<file path="src/rtl/param_commit_ctrl.sv">
// Double-buffered parameter bank: host writes land in staging registers and are
// copied to the live bank in one clk cycle on the next rising edge of sim_clk.
module param_commit_ctrl #(
  parameter int NP          = 10,
  parameter int SYNC_STAGES = 2
) (
  input  logic                clk,
  input  logic                reset_global,
  input  logic                wr_stb,
  input  logic [3:0]          wr_addr,
  input  logic [31:0]         wr_data,
  input  logic                commit_req,
  input  logic                abort,
  input  logic                sim_clk,
  output logic [32*NP-1:0]    params_out,
  output logic [NP-1:0]       pending,
  output logic                busy,
  output logic                commit_done,
  output logic                addr_err,
  output logic [1:0]          fsm_state
);

  localparam logic [1:0] IDLE  = 2'd0;
  localparam logic [1:0] ARMED = 2'd1;
  localparam logic [1:0] COPY  = 2'd2;
  localparam logic [1:0] DONE  = 2'd3;

  function automatic logic [31:0] rst_val(input int k);
    case (k)
      1:       rst_val = 32'h3E80_0000;
      3:       rst_val = 32'h42A0_0000;
      4:       rst_val = 32'h42A0_0000;
      5:       rst_val = 32'h0000_0001;
      6:       rst_val = 32'h3E71_4120;
      7:       rst_val = 32'h3D14_4674;
      8:       rst_val = 32'h3C58_44D0;
      9:       rst_val = 32'h469C_4000;
      default: rst_val = 32'h0000_0000;
    endcase
  endfunction

  logic [1:0]             state_q;
  logic [1:0]             state_d;
  logic [SYNC_STAGES-1:0] sync_q;
  logic                   hist_q;
  logic                   sim_rise;
  logic                   copy_en;
  logic [31:0]            addr_ext;

  assign addr_ext = {28'd0, wr_addr};
  assign sim_rise = sync_q[SYNC_STAGES-1] & ~hist_q;
  assign copy_en  = (state_q == COPY);

  // sim_clk is asynchronous to clk; it only ever feeds this flop chain.
  always_ff @(posedge clk or posedge reset_global) begin
    if (reset_global) begin
      sync_q <= '0;
      hist_q <= 1'b0;
    end else begin
      sync_q <= {sync_q[SYNC_STAGES-2:0], sim_clk};
      hist_q <= sync_q[SYNC_STAGES-1];
    end
  end

  // abort wins over a simultaneous sim_rise; commit_req outside IDLE is dropped.
  always_comb begin
    state_d = state_q;
    case (state_q)
      IDLE:    if (commit_req) state_d = ARMED;
      ARMED:   if (abort) state_d = IDLE;
               else if (sim_rise) state_d = COPY;
      COPY:    state_d = DONE;
      default: state_d = IDLE;
    endcase
  end

  always_ff @(posedge clk or posedge reset_global) begin
    if (reset_global) begin
      state_q  <= IDLE;
      addr_err <= 1'b0;
    end else begin
      state_q  <= state_d;
      addr_err <= wr_stb && (addr_ext >= NP);
    end
  end

  assign busy        = (state_q == ARMED) || (state_q == COPY);
  assign commit_done = (state_q == DONE);
  assign fsm_state   = state_q;

  for (genvar k = 0; k < NP; k++) begin : gen_idx
    localparam logic [31:0] RST = rst_val(k);
    logic [31:0] staging_q;
    logic [31:0] live_q;
    logic        pend_q;
    logic        wr_hit;

    assign wr_hit = wr_stb && (addr_ext == 32'(k));

    // A write landing in the COPY cycle is not copied: live takes the old
    // staging value while staging takes the new one and stays pending.
    always_ff @(posedge clk or posedge reset_global) begin
      if (reset_global) begin
        staging_q <= RST;
        live_q    <= RST;
        pend_q    <= 1'b0;
      end else begin
        if (copy_en && pend_q) live_q <= staging_q;
        if (wr_hit) begin
          staging_q <= wr_data;
          pend_q    <= 1'b1;
        end else if (copy_en) begin
          pend_q    <= 1'b0;
        end
      end
    end

    assign params_out[32*k +: 32] = live_q;
    assign pending[k]             = pend_q;
  end

endmodule

</file>
<file path="config.mk">
export PLATFORM = sky130hd
export DESIGN_NAME = param_commit_ctrl
export DESIGN_NICKNAME = d
export VERILOG_FILES = /design/src/rtl/param_commit_ctrl.sv
export SDC_FILE = /design/constraint.sdc
export NUM_CORES = 1
export LEC_CHECK = 0
export CORE_MARGIN = 2
export CORE_UTILIZATION = 35
export DETAILED_ROUTE_END_ITERATION = 6
export PLACE_DENSITY_LB_ADDON = 0.2
export SKIP_LAST_GASP = 1
export SYNTH_ARGS = -nofsm -noshare
export SYNTH_HDL_FRONTEND = slang
export SYNTH_SLANG_ARGS = --single-unit
</file>
<file path="constraint.sdc">
create_clock -name clk -period 26.7 [get_ports clk]
set_input_delay 4.005 -clock clk [delete_from_list [all_inputs] [get_ports clk]]
set_output_delay 4.005 -clock clk [all_outputs]
set_load 0.01 [all_outputs]
</file>
## After elaboration in Yosys (flattened, before gate mapping)

Index checks and enable logic that the tools add are counted.

- Order comparisons: 1
- Eq/ne operators: 14
- Multiplexer cells: 15
- Bitwise logic cells: 2
- Reductions and logical operators: 35

Operators with widths:

| cell | number |
|---|---|
| logical NOT 32 bit | 1 |
| logical AND 1 bit | 21 |
| nonzero test 2 bit | 10 |
| == test 4 x 3 -> 1 bit (second input constant) | 4 |
| two-way mux 1 bit | 11 |
| == test 4 x 2 -> 1 bit (second input constant) | 2 |
| == test 4 bit (second input constant) | 2 |
| two-way mux 2 bit | 3 |
| one-hot mux 2 bit (3 select lines) | 1 |
| == test 2 bit (second input constant) | 2 |
| == test 4 x 1 -> 1 bit (second input constant) | 1 |
| >= comparator 4 bit (second input constant) | 1 |
| inequality test 3 bit (second input constant) | 1 |
| == test 2 x 1 -> 1 bit (second input constant) | 1 |
| logical NOT 2 bit | 1 |
| inequality test 2 bit (second input constant) | 1 |
| AND reduction 2 bit | 1 |
| AND 1 bit | 1 |
| logical OR 1 bit | 1 |
| NOT 1 bit | 1 |

- Register bits after elaboration: 656
- Bits of input ports: 42
- Output and inout port bits: 335
- Logic and storage cells: 101

## Logic depth before layout (Yosys ltp)

Gate-level depths: netlist of run 1.

- Depth in word-level cells: 5
- Gate-level depth with buffers: 7
- Depth with buffers taken out: 5

## Least setup slack after synthesis of run 1

OpenSTA, ideal clock, no wires.

- Path kind: input-to-reg
- Start: in wr_addr[2]
- End: reg gen_idx[3].staging_q[10]
- Setup time: 0.125 ns
- Arrival time: 5.038 ns
- Required time: 26.575 ns
- Setup slack: 21.537 ns
- Stages: 5
- Buffers on the path: 2
- Path through: nor3b_2 > and3_1 > buf_2 > buf_4 > mux2_2

- Word-level cells in the longest chain between the ends: 2

RTL lines:

| element | RTL line | RTL |
|---|---|---|
| from (decl) | 10 | `input logic [3:0] wr_addr,` |
| == test 4 x 2 -> 1 bit | 98 | `assign wr_hit = wr_stb && (addr_ext == 32'(k));` |
| logical AND 1 bit | 98 |  |
| to (signal assigned) | 110 | `staging_q <= wr_data;` |
| to (decl) | 93 | `logic [31:0] staging_q;` |

Every way passes these cells.
A chain may end at the register's enable or synchronous reset.

==> flow_summary.yaml, run 1 <==
sta:
  fin_worst_skew_ns: 0.0230
  maxSlewHeadroom: 0.200
  final.setup.tns_ns: 0
  rsz0062_at_grt: "no"
  finalHoldViolations: 0
  slew_viol_final: 0
  finalCriticalPeriod_ns: 6.18
  tightest_slew_ns: 1.20
  fin_crit_sh: 0.231
  fmax_mhz: 162
  setup_viol: 0
clock_network:
  cts_tree: "yes"
  root_buffer: "clkbuf_16"
  ctsResizeCount: 0
  cts_buffer_depth: 3
  hold_buffers: 0
  clk_latency_ns: 0.60
  clock-sinks: 656
  path_clk_slew_ns: 0.06
  cts_buffers: 70
  htreeDepth: 3
  post_cts_buffers: 0
pwr:
  power_frac_clock: 0.289
  pwr-share-comb: 0.254
  swShare: 0.270
  power_density_nw_per_um2: 102
  power_frac_seq: 0.456
  p_total_mw: 3.20
  power.switching_mw: 0.863
  intPower_mw: 2.33
  leakage_nw: 13.9
  ir_drop_uv: 41.3
synth:
  avgSynthCellArea_um2: 16.9
  syn_nets: 1515
  synth_cells: 1468
  synthesis.area_um2: 24800
  ys_types: 30
  ys_warn_count: 0
  yosysSeqAreaShare: 0.669
  ys_seq_elements: 656
floorplan:
  io_pins: 377
  die_h_um: 270
  die_w_um: 270
  die_area_um2: 72900
  core_area_um2: 70000
  placementRows: 97
  start_util: 0.353
setup_path:
  max_stage_delay_ns: 0.85
  start_kind: "primary input"
  cp_slowest_cell: "buf_4"
  crit_path_cell_trace: "clkdlybuf4s50_1, inv_8, buf_4, buf_4"
  path_common_cell: "buf_4"
  path_class: "primary input to async pin"
  reg2regPathDepth: 4
  cp.required_ns: 27.34
  cp-end-kind: "async pin"
  crit_arrival_ns: 6.82
  crit_fanout: 122
job:
  drv_cap: 0
routing:
  drt_iter0_drc: 540
  drt-vias-per-instance: 4.80
  drcViolationCount: 0
  ant_nets: 0
  drtPass1Iterations: 4
  wl_per_cell_um: 22.9
  routed_wl_um: 64500
  vias: 13500
global_route:
  antenna_found_initial: 4
  grt_pass1_wl_um: 95900
  grt_pass1_vias: 14200
  grtUsageTotal: 0.177
  grt_start_max_net_pins: 177
  overflow: 0
status:
  status: "finished clean"
layout:
  nets: 1866
  final_common_cell: "mux2_2"
  final_cell_mix: "573 x mux2_2, 534 x dfrtp_1, 376 x clkdlybuf4s50_1"
  area_growth_pct: 27.0
  drive_above_1_share: 0.441
place:
  portBuffers: 376
  routabilityCongestion: 0.745
  place_hpwl_um: 42200
min_path:
  hold_class: "flip-flop to flip-flop"
  hold_depth: 0
power groups by stage:
stage	Sequential [mW]	Clock, mW	Combinational, mW
global placement	1.47	0	0.814
CTS	1.46	0.956	0.831
floorplan	1.51	0	0.320
detailed placement	1.48	0	0.828
finish	1.46	0.925	0.813
global route	1.50	0.997	0.864
logic make-up (layout without fill, tap and decap cells):
kind of cell,Yosys count,after routing,synth area share
DFF,656,656,0.669
muxes,640,640,0.291
buffers and inverters,119,526,0.0251
and+or+nand+nor,32,32,0.00738
AOI/OAI and AO/OA,16,16,0.00450
adders and majority gates,5,5,0.00253
other,0,2,0
state kept, by name (all words and copies together), names as in the netlist:
register / count
gen_idx.pend_q: 10
addr_err: 1
hist_q: 1
gen_idx.staging_q: 320
fsm_state: 2
sync_q: 2
gen_idx.live_q: 320
layer usage:
layer	part of all wire	track usage	vias to the layer above
met5	0	0	-
li1	-	-	5849
met1	0.44	0.236	7265
met4	0.023	0.0534	0
met3	0.052	0.0366	91
met2	0.48	0.290	307
worst max-delay path: cells and delay by family:
| kind | cells | cell delay (ns) |
|---|---|---|
| buffers and inverters | 4 | 2.65 |
path summary, 6_finish.rpt:
check / from / end / slack, ns
setup reg to reg: fsm_state[0] / gen_idx[1].live_q[13] / 23.55
hold / removal: sync_q[0] / sync_q[1] / 0.35
hold reg to reg: sync_q[0] / sync_q[1] / 0.35
setup / recovery: reset_global / gen_idx[3].live_q[29] / 20.52
max in group clk: fsm_state[0] / busy / 20.69
min in group asynchronous: reset_global / gen_idx[4].live_q[17] / 3.97
synth_stat cells (all sizes together):
master,number,area share
nor2,2,0.00030
a21o,5,0.0015
nor3b,1,0.00051
nand3b,3,0.00091
dfrtp,534,0.54
nand2,13,0.0020
and3b,2,0.00071
inv,10,0.0015
o21ai,5,0.0010
mux2,640,0.29
o211ai,1,0.00030
a311o,1,0.00040
nand2b,2,0.00051
o2111ai,1,0.00035
ha,5,0.0025
nor3,1,0.00020
and3,2,0.00051
nor2b,3,0.00076
dfstp,122,0.13
o31ai,1,0.00030
and2,1,0.00025
o211a,1,0.00040
and4b,1,0.00040
a21oi,1,0.00020
nand4b,1,0.00035
buf,109,0.024
metrics by stage:
step | instances | hold WS, ns | worst slack, ns | instance area [um2] | util
floorplan | 1468 | 0.331 | 4.51 | 24800 | -
global placement | 2687 | 0.344 | 19.90 | 29300 | 0.418
detailed placement | 2687 | 0.337 | 19.79 | 29300 | 0.418
CTS | 2815 | 0.350 | 20.42 | 31400 | 0.449
global route | 2815 | 0.354 | 20.09 | 31400 | 0.449
finish | 2817 | 0.347 | 20.52 | 31400 | 0.449
layout make-up:
class | count | area [um2]
antenna | 2 | 5.00
clock buffer | 112 | 2070
clock inverter | 16 | 110
fill | 6258 | 38600
inverter | 10 | 45.0
multi-input combinational | 693 | 7600
sequential | 656 | 16600
tap | 940 | 1180
timing repair buffer | 388 | 3870
Note: power is estimated with default switching activity, not from simulation.
==> inputs of run 2 (changes only) <==
==> constraint.sdc (replaced) <==
create_clock -name clk -period 5.7 [get_ports clk]
set_input_delay 0.855 -clock clk [delete_from_list [all_inputs] [get_ports clk]]
set_output_delay 0.855 -clock clk [all_outputs]
set_load 0.01 [all_outputs]
==> run 2 against run 1 <==
Core utilization grew 0.49 points; register-to-register slack lost 21 ns; sequential power grew to 4.6 times the previous value; routed wire length grew 0.49%; clock skew grew 0.0016 ns; first-iteration DRC count grew 19%; global-route usage grew 0.29 points; combinational power grew to 4.7 times the previous value; clock power grew to 5.1 times the previous value; highest routed layer unchanged.
==> flow_summary.yaml, run 2 (synthesized netlist as in run 1, its figures left out) <==
pwr:
  power_density_nw_per_um2: 485
  swShare: 0.264
  intPower_mw: 11.3
  power_frac_clock: 0.309
  p_total_mw: 15.4
  leakage_nw: 14.1
  ir_drop_uv: 292
  power.switching_mw: 4.08
  pwr-share-comb: 0.251
  power_frac_seq: 0.440
routing:
  ant_nets: 0
  drtPass1Iterations: 4
  drt_iter0_drc: 640
  vias: 13400
  drt-vias-per-instance: 4.74
  drcViolationCount: 0
  routed_wl_um: 64800
  wl_per_cell_um: 22.9
clock_network:
  htreeDepth: 3
  root_buffer: "clkbuf_16"
  path_clk_slew_ns: 0.06
  clock-sinks: 656
  hold_buffers: 0
  cts_buffers: 73
  clk_latency_ns: 0.60
  cts_buffer_depth: 3
  ctsResizeCount: 0
  post_cts_buffers: 0
  cts_tree: "yes"
sta:
  tightest_slew_ns: 1.19
  fin_worst_skew_ns: 0.0246
  slew_viol_final: 0
  rsz0062_at_grt: "no"
  finalCriticalPeriod_ns: 2.93
  hold_slack_ns: 0.349
  setup_viol: 0
  finalHoldViolations: 0
  final.setup.tns_ns: 0
  fin_crit_sh: 0.513
  fmax_mhz: 342
  worst_slack_ns: 2.77
  maxSlewHeadroom: 0.206
setup_path:
  reg2reg_setup_slack_ns: 2.77
  path_class: "flip-flop to flip-flop"
  start_kind: "flip-flop"
  crit_arrival_ns: 3.38
  crit_fanout: 32
  critPathCapture: "gen_idx[1].live_q[10]"
  startpoint: "fsm_state[0]"
  r2r_start: "fsm_state[0]"
  cp.required_ns: 6.16
  reg2regPathDepth: 4
  regToRegEndpoint: "gen_idx[1].live_q[10]"
  cp-end-kind: "flip-flop"
floorplan:
  core_area_um2: 70000
  die_w_um: 270
  die_h_um: 270
  io_pins: 377
  die_area_um2: 72900
  start_util: 0.353
  placementRows: 97
global_route:
  antenna_found_initial: 3
  grt_pass1_vias: 14500
  grt_pass1_wl_um: 97500
  overflow: 0
  grtUsageTotal: 0.180
  grt_start_max_net_pins: 161
layout:
  area_growth_pct: 28.4
  drive_above_1_share: 0.449
  utilization: 0.454
  fin_area_um2: 31800
  nets: 1872
  instances_no_fill: 2825
  final_cell_mix: "573 x mux2_2, 534 x dfrtp_1, 376 x clkdlybuf4s50_1"
  final_common_cell: "mux2_2"
  reg_top3: "gen_idx.live_q x320, gen_idx.staging_q x320, gen_idx.pend_q x10"
place:
  routabilityCongestion: 0.751
  post-place-ws_ns: 2.48
  dpl_cell_area_um2: 29300
  dp_cells: 2690
  place_hpwl_um: 42800
  portBuffers: 376
job:
  drv_cap: 0
min_path:
  min-delay-start: "sync_q[0]"
  hold_class: "flip-flop to flip-flop"
status:
  status: "finished clean"
run 2: cell count changes in the layout (fill, tap and decap cells not counted), sizes merged, moves of 2 or more:
| cell | before | now |
|---|---|---|
| buf | 12 | 15 |
| bufinv | 0 | 5 |
| clkinv | 12 | 14 |
| clkinvlp | 0 | 2 |
| inv | 14 | 12 |
run 2: worst min-delay path by stage:
| stage | to | slack (ns) | depth (start not counted) |
|---|---|---|---|
| 6_report | sync_q[1] | 0.35 | 0 |
| 5_1_grt | sync_q[1] | 0.35 | 0 |
| 4_1_cts | sync_q[1] | 0.35 | 0 |
| 3_5_place_dp | sync_q[1] | 0.34 | 0 |
| 3_3_place_gp | sync_q[1] | 0.34 | 0 |
| 2_1_floorplan | sync_q[1] | 0.33 | 0 |
run 2: metal layers:
metal / up-vias / routed length [um] / track usage
met1: 7145 / 27900 / 0.230
met5: - / 0 / 0
li1: 5874 / - / -
met2: 299 / 31700 / 0.300
met3: 83 / 3560 / 0.0431
met4: 0 / 1600 / 0.0595
run 2: worst max-delay path, stage by stage, from the launching register on:
cell and delay [ns]:
dfrtp_1 0.47, inv_1 0.14, ha_1 0.73, nand2_2 0.88, mux2_2 0.55
run 2: power groups by stage:
stage               clock (mW)  sequential (mW)  combinational [mW]
floorplan                    0             7.08                1.50
global placement             0             6.82                3.87
detailed placement           0             6.87                3.93
CTS                       4.93             6.80                3.95
global route              5.13             6.97                4.11
finish                    4.76             6.78                3.86
run 2: area by class of cell:
| cell class | instances | area (um2) |
|---|---|---|
| well taps | 940 | 1180 |
| fillers | 6131 | 38200 |
| multi-input cells | 693 | 7600 |
| repair buffers | 391 | 3930 |
| flip-flops and latches | 656 | 16600 |
| clock inverters | 23 | 265 |
| diodes | 1 | 2.50 |
| clock buffers | 111 | 2200 |
| inverters | 10 | 41.3 |
==> inputs of run 3 (changes only) <==
==> constraint.sdc (replaced) <==
create_clock -name clk -period 2.4 [get_ports clk]
set_input_delay 0.36 -clock clk [delete_from_list [all_inputs] [get_ports clk]]
set_output_delay 0.36 -clock clk [all_outputs]
set_load 0.01 [all_outputs]
==> run 3 against run 2 <==
Final area grew 1.5%; sequential power grew 140%; core utilization grew 0.68 points; register-to-register slack lost 2.3 ns; largest cell class unchanged.
==> flow_summary.yaml, run 3 (synthesized netlist as in run 1, its figures left out) <==
status:
  status: "finished clean"
clock_network:
  clk_latency_ns: 0.60
  root_buffer: "clkbuf_16"
  htreeDepth: 3
  cts_tree: "yes"
  path_clk_slew_ns: 0.05
  clock-sinks: 656
  cts_buffer_depth: 3
  hold_buffers: 0
  post_cts_buffers: 0
  ctsResizeCount: 1
  cts_buffers: 72
setup_path:
  crit_arrival_ns: 1.94
  start_kind: "flip-flop"
  reg2reg_setup_slack_ns: 0.49
  path_class: "flip-flop to primary output"
  cp-end-kind: "primary output"
  cp.required_ns: 2.04
  crit_fanout: 7
layout:
  reg_top3: "gen_idx.live_q x320, gen_idx.staging_q x320, gen_idx.pend_q x10"
  area_growth_pct: 30.3
  final_cell_mix: "573 x mux2_2, 532 x dfrtp_1, 376 x clkdlybuf4s50_1"
  multi_input_area_um2: 7600
  instances_no_fill: 2867
  final_common_cell: "mux2_2"
  fillCellCount: 6191
  nets: 1918
  final-seq-area_um2: 16600
  utilization: 0.461
  drive_above_1_share: 0.460
  fin_area_um2: 32300
sta:
  slew_viol_final: 0
  fin_worst_skew_ns: 0.0131
  final.setup.tns_ns: 0
  setup_viol: 0
  worst_slack_ns: 0.105
  rsz0062_at_grt: "no"
  finalCriticalPeriod_ns: 2.30
  finalHoldViolations: 0
  tightest_slew_ns: 0.740
  fin_crit_sh: 0.956
  fmax_mhz: 436
  hold_slack_ns: 0.209
  maxSlewHeadroom: 0.505
global_route:
  overflow: 0
  grt_start_max_net_pins: 93
  grt_pass1_wl_um: 97400
  grtUsageTotal: 0.179
  grt_pass1_vias: 14700
  antenna_found_initial: 10
pwr:
  p_total_mw: 36.3
  intPower_mw: 26.7
  swShare: 0.266
  power.switching_mw: 9.66
  power_frac_seq: 0.445
  pwr-share-comb: 0.255
  ir_drop_uv: 581
  power_density_nw_per_um2: 1130
  power_frac_clock: 0.300
  leakage_nw: 14.3
routing:
  drtPass1Iterations: 4
  routed_wl_um: 64700
  drt-vias-per-instance: 4.73
  drcViolationCount: 0
  vias: 13600
  wl_per_cell_um: 22.6
  drt_iter0_drc: 489
  ant_nets: 0
floorplan:
  core_area_um2: 70000
  placementRows: 97
  die_w_um: 270
  die_h_um: 270
  io_pins: 377
  start_util: 0.353
  die_area_um2: 72900
place:
  dpl_cell_area_um2: 29900
  post-place-ws_ns: 0.168
  portBuffers: 376
  routabilityCongestion: 0.762
  place_hpwl_um: 44700
  dp_cells: 2737
min_path:
  hold_class: "primary input to flip-flop"
job:
  drv_cap: 0
## run 3: changes by cell type in the layout (fill, tap and decap cells not counted)
cell	change
clkinvlp_4	+1
buf_4	+27
clkinv_2	-5
dfrtp_2	+2
buf_12	+20
clkbuf_16	-4
clkinv_4	+1
dfrtp_1	-2
clkbuf_1	+4
diode_2	+1
clkbuf_8	-3
## run 3: area by class of cell
type | count | area share
Antenna cell | 2 | 0.000155
Clock buffer | 108 | 0.0644
Clock inverter | 20 | 0.00795
Inverter | 10 | 0.00128
Multi-Input combinational cell | 693 | 0.236
Sequential cell | 656 | 0.514
Tap cell | 940 | 0.0365
Timing Repair Buffer | 438 | 0.140
## run 3: power groups by stage
stage          registers (mW)  clock network, mW  logic [mW]
2_1_floorplan            16.8                  0        3.56
3_3_place_gp             16.3                  0        9.24
3_5_place_dp             16.4                  0        9.41
4_1_cts                  16.2               11.2        9.44
5_1_grt                  16.6               11.7        9.84
6_report                 16.2               10.9        9.25
## run 3: per-layer routing
| metal | up-vias | part of all wire | global-route usage |
|---|---|---|---|
| met5 | - | 0.00067 | 0 |
| met3 | 87 | 0.060 | 0.0463 |
| met2 | 291 | 0.49 | 0.299 |
| met4 | 8 | 0.024 | 0.0602 |
| met1 | 7221 | 0.43 | 0.227 |
| li1 | 5955 | - | - |
## run 3: worst paths after layout
check,start,endpoint,cells past startpoint
setup / recovery,fsm_state[0],busy,3
hold / removal,sim_clk,sync_q[0],1
setup reg to reg,fsm_state[0],gen_idx[5].live_q[19],6
hold reg to reg,sync_q[0],sync_q[1],0
max in group asynchronous,reset_global,gen_idx[8].live_q[4],4
min in group asynchronous,reset_global,gen_idx[4].live_q[17],3
## run 3: worst max-delay path, cell delays in order (launching register included)
cell and delay, ns:
dfrtp_2 0.43, inv_1 0.10, ha_1 0.28, clkdlybuf4s50_1 0.53
